## config.mk

```make
export PLATFORM = sky130hd
export DESIGN_NAME = imem_loader
export DESIGN_NICKNAME = d
export VERILOG_FILES = /design/src/rtl/imem_loader.sv
export SDC_FILE = /design/constraint.sdc
export NUM_CORES = 2
export LEC_CHECK = 0
export ABC_AREA = 1
export BUFFER_PORTS_ARGS = -buffer_cell sky130_fd_sc_hd__buf_2
export CAP_MARGIN = 25
export CORE_ASPECT_RATIO = 1.25
export CORE_MARGIN = 2
export CORE_UTILIZATION = 42
export CTS_CLUSTER_DIAMETER = 60
export CTS_CLUSTER_SIZE = 14
export DETAILED_ROUTE_END_ITERATION = 7
export GPL_TIMING_DRIVEN = 0
export PLACE_DENSITY_LB_ADDON = 0.05
export SETUP_SLACK_MARGIN = 0.4
export SKIP_CTS_REPAIR_TIMING = 1
export SLEW_MARGIN = 30
export SYNTH_ARGS = -nofsm -noshare
export SYNTH_HDL_FRONTEND = slang
export SYNTH_SLANG_ARGS = --single-unit
```

## constraint.sdc

```tcl
create_clock -name clock -period 9.25 [get_ports clock]
set_clock_uncertainty 0.2 [all_clocks]
set_input_delay 0.4625 -clock clock [delete_from_list [all_inputs] [get_ports clock]]
set_output_delay 0.4625 -clock clock [all_outputs]
set_load 0.005 [all_outputs]
```

## src/rtl/imem_loader.sv

```systemverilog
// imem_loader: loads the CPU instruction store from a framed byte stream, then serves fetches in RUN.
// Latency: one byte accepted per cycle; a word is written on the edge its high byte is accepted.
// Backpressure: rx_ready is high only in LEN/LO/HI/CHK; rx_valid gaps stall the session.
module imem_loader #(
  parameter int ADDR_W = 8,
  parameter int DATA_W = 16
) (
  input  logic              clock,
  input  logic              reset,
  input  logic              load_req,
  input  logic              rx_valid,
  input  logic [7:0]        rx_data,
  output logic              rx_ready,
  input  logic [ADDR_W-1:0] i_addr,
  output logic [DATA_W-1:0] i_datain,
  output logic              cpu_enable,
  output logic              cpu_start,
  output logic              load_busy,
  output logic              load_err
);

  localparam int CNT_W = ADDR_W + 1;
  localparam int DEPTH = 1 << ADDR_W;

  typedef enum logic [2:0] {
    S_IDLE, S_LEN, S_LO, S_HI, S_CHK, S_RUN, S_ERR
  } state_t;

  state_t            state, state_nxt;
  logic [ADDR_W-1:0] wr_ptr;
  logic [CNT_W-1:0]  word_cnt;
  logic [7:0]        csum;
  logic [7:0]        lo_byte;
  logic              start_q;
  logic              start_load;
  logic              accept;
  logic [DATA_W-1:0] mem [DEPTH];

  assign accept = rx_valid && rx_ready;

  // Next-state decode and state-derived outputs.
  always_comb begin
    state_nxt  = state;
    start_load = 1'b0;
    rx_ready   = 1'b0;
    case (state)
      S_IDLE, S_RUN, S_ERR: begin
        if (load_req) begin
          state_nxt  = S_LEN;
          start_load = 1'b1;
        end
      end
      S_LEN: begin
        rx_ready = 1'b1;
        if (rx_valid) state_nxt = S_LO;
      end
      S_LO: begin
        rx_ready = 1'b1;
        if (rx_valid) state_nxt = S_HI;
      end
      S_HI: begin
        rx_ready = 1'b1;
        // word_cnt still holds the count including the word being completed
        if (rx_valid) state_nxt = (word_cnt == CNT_W'(1)) ? S_CHK : S_LO;
      end
      S_CHK: begin
        rx_ready = 1'b1;
        if (rx_valid) state_nxt = (rx_data == csum) ? S_RUN : S_ERR;
      end
      default: state_nxt = S_IDLE;
    endcase
  end

  assign load_busy  = rx_ready;
  assign cpu_enable = (state == S_RUN);
  assign load_err   = (state == S_ERR);
  assign cpu_start  = start_q;
  assign i_datain   = (state == S_RUN) ? mem[i_addr] : '0;

  // State register plus the one-shot start flag raised on entry to RUN.
  always_ff @(posedge clock or posedge reset) begin
    if (reset) begin
      state   <= S_IDLE;
      start_q <= 1'b0;
    end else begin
      state   <= state_nxt;
      start_q <= (state_nxt == S_RUN) && (state != S_RUN);
    end
  end

  // Session bookkeeping: pointer, remaining-word count, checksum and pending low byte.
  always_ff @(posedge clock or posedge reset) begin
    if (reset) begin
      wr_ptr   <= '0;
      word_cnt <= '0;
      csum     <= '0;
      lo_byte  <= '0;
    end else if (start_load) begin
      wr_ptr <= '0;
      csum   <= '0;
    end else if (accept) begin
      case (state)
        S_LEN: word_cnt <= (rx_data == 8'd0) ? CNT_W'(DEPTH) : CNT_W'(rx_data);
        S_LO: begin
          lo_byte <= rx_data;
          csum    <= csum ^ rx_data;
        end
        S_HI: begin
          csum     <= csum ^ rx_data;
          wr_ptr   <= wr_ptr + 1'b1;
          word_cnt <= word_cnt - 1'b1;
        end
        default: ;
      endcase
    end
  end

  // Instruction store; deliberately not reset so a reload only touches the words it carries.
  always_ff @(posedge clock) begin
    if (accept && (state == S_HI)) mem[wr_ptr] <= DATA_W'({rx_data, lo_byte});
  end

endmodule

```

==> flow_metrics.env <==
export IMPL_min_path_type="input pin to flip-flop"
export IMPL_syn_area_per_cell_um2=12.12
export IMPL_drcViolationCount=0
export IMPL_syn_cell_area_um2=167700
export IMPL_yosys_top_cells_count="4152 x nand2_1, 4096 x edfxtp_1, 3876 x nand3_1"
export IMPL_grt_first_pass_wirelength_um=1034000
export IMPL_antenna_found_initial=54
export IMPL_hpwl_um=578500
export IMPL_drt_vias_per_instance=6.101
export IMPL_power_density_nw_per_um2=218.9
export IMPL_yosysTopAreaCell="edfxtp_1"
export IMPL_start_util_pct=42.15
export IMPL_ys_ff_latch=4133
export IMPL_htreeDepth=5
export IMPL_grt_pass1_vias=113400
export IMPL_wl_um=789700
export IMPL_core_um2=397900
export IMPL_slew_limit_headroom_pct=20.86
export IMPL_power_w=0.04278
export IMPL_seq_area_um2=124000
export IMPL_final_cells=19970
export IMPL_hold_viol=0
export IMPL_cp_arrival_ns=5.49
export IMPL_syn_to_final_growth_pct=16.51
export IMPL_ir_drop_mv=0.1824
export IMPL_place_inst=19430
export IMPL_cts_tree="yes"
export IMPL_rows=259
export IMPL_die_h_um=710.5
export IMPL_critPathCaptureType="primary output"
export IMPL_synth_area_top_cells="edfxtp_1 73%, nand3_1 12%, nand2_1 9.3%"
export IMPL_path_max_fanout=11
export IMPL_port_buffers=34
export IMPL_dieArea_um2=404400
export IMPL_drv_slew=0
export IMPL_post_route_min_period_ns=6.153
export IMPL_status="finished clean"
export IMPL_whs_ns=0.2187
export IMPL_cts_sinks=4133
export IMPL_required_ns=8.59
export IMPL_cts_made_buffers=358
export IMPL_overflow=0
export IMPL_fin_nets=14600
export IMPL_drive_gt1_share_pct=12.98
export IMPL_max_clock_path_buffers=4
export IMPL_start_kind="input pin"
export IMPL_ys_seq_area_share_pct=73.89
export IMPL_multiInputGateArea_um2=40030
export IMPL_clk_pin_slew_ns=0.06
export IMPL_num_vias=121800
export IMPL_setup_violations_final=0
export IMPL_worst_pin_slew_ns=1.183
export IMPL_fill_cells=34970
export IMPL_max_freq_ghz=0.1625
export IMPL_synth_edff_count=4096
export IMPL_syn_nets=13870
export IMPL_clock_latency_ns=1.02
export IMPL_ys_flop_type="edfxtp_1"
export IMPL_ys_warnings_count=0
export IMPL_synth_cell_types=33
export IMPL_place_congestion=1.018
export IMPL_period_share_pct=66.52
export IMPL_netlist_area_leader_share_pct=73.34
export IMPL_max_cap_violations=0
export IMPL_fp_dieW_um=569.2
export IMPL_syn_instance_count=13840
export IMPL_grt_max_degree=99
export IMPL_wl_per_cell_um=39.55
export IMPL_leakagePower_nw=68.02
export IMPL_rsz0062_at_grt="no"
export IMPL_ant_nets=0
export IMPL_dr_first_iter_drc_count=17970
export IMPL_dr_pass1_iters=8
export IMPL_worstSetupPathType="input pin to primary output"
export IMPL_num_io_pins=41
export IMPL_cts_root_buf="clkbuf_16"
export IMPL_ys_async_sr_fraction_pct=0.8952
export IMPL_hold_depth=5
export IMPL_grt_use_total_pct=38.48
export IMPL_ff2ff_path_depth=9
export IMPL_synth_most_common_cell="nand2_1"
registers in the layout (all words and copies together) (netlist names):
| register | flops |
|---|---|
| cpu_start | 1 |
| csum | 8 |
| lo_byte | 8 |
| mem | 4096 |
| state | 3 |
| word_cnt | 9 |
| wr_ptr | 8 |
cell type report:
class	count	share of cell area (%)
Sequential cell	4133	63.43
Multi-Input combinational cell	8702	20.48
Clock buffer	400	4.725
Timing Repair Buffer	378	4.462
Tap cell	5220	3.342
Buffer	945	2.883
Clock inverter	98	0.5116
Inverter	60	0.1178
Antenna cell	31	0.03970
power breakdown:
part / total (W) / switching (W) / internal (W) / leakage, nW
clock network: 0.0145 / 0.00708 / 0.00744 / 5.00
logic: 0.00593 / 0.00467 / 0.00127 / 25.7
registers: 0.0223 / 0.000309 / 0.0220 / 37.3
path summary, 6_finish.rpt:
path | start | end | slack, ns
min | load_req | state[2] | 0.22
max reg2reg | state[2] | mem[124][7] | 4.68
max in group asynchronous | reset | lo_byte[2] | 7.91
min reg2reg | csum[2] | csum[2] | 0.30
max | i_addr[1] | i_datain[9] | 3.10
min in group asynchronous | reset | lo_byte[6] | 0.47
cells by family after synthesis:
family	synth area share, %
XOR/XNOR	0.05744
buffers and inverters	3.422
AO/OA/AOI/OAI	0.5782
multiplexers	0.04700
AND/OR/NAND/NOR	21.96
adder cells (fa/ha/maj)	0.04476
flip-flops	73.89
metrics by stage:
step                      instance area (um^2)  setup TNS [ns]  setup WS (ns)  util, %
after CTS                               195200               0          3.455    49.05
after global routing                    195300               0          3.271    49.09
final                                   195400               0          3.097    49.10
after detailed placement                185000               0          3.459    46.48
after global placement                  174400        -1990.07         -1.493    43.83
after floorplan                         167700               0          5.063        -
placed cells by master (no fill, tap or decap), drive strengths merged, types with 3 or more instances in the layout:
master / n
nor2: 452
inv: 83
clkinv: 52
a21oi: 46
dfrtp: 37
nand3: 3876
a32oi: 8
nor4: 5
dlygate4sd3: 12
o22ai: 33
clkbuf: 540
o21ai: 80
clkinvlp: 11
edfxtp: 4096
xor2: 11
nand4: 3
mux2: 7
bufinv: 12
nand2: 4152
ha: 6
a31oi: 4
nor3: 11
buf: 1171
diode: 31
worst max-delay path: stages:
cell and delay (ns):
buf_2 0.17, inv_1 0.09, buf_4 0.46, buf_2 0.71, buf_2 0.67, nand3_1 0.21
nand3_1 0.13, nand3_1 0.22, nand3_1 0.35, nand3_1 0.11, nand3_1 0.33, nand2_1 0.11
nor2_1 0.85, nor2_1 0.31, buf_2 0.22
metal layers:
layer | track usage (%) | wire length, um | up-vias
li1 | - | - | 50790
met3 | 6.816 | 66470 | 1951
met5 | 0 | 91 | -
met1 | 45.44 | 278000 | 61630
met4 | 30.78 | 77500 | 14
met2 | 62.18 | 367600 | 7421
Note: power is estimated with default switching activity, not from simulation.
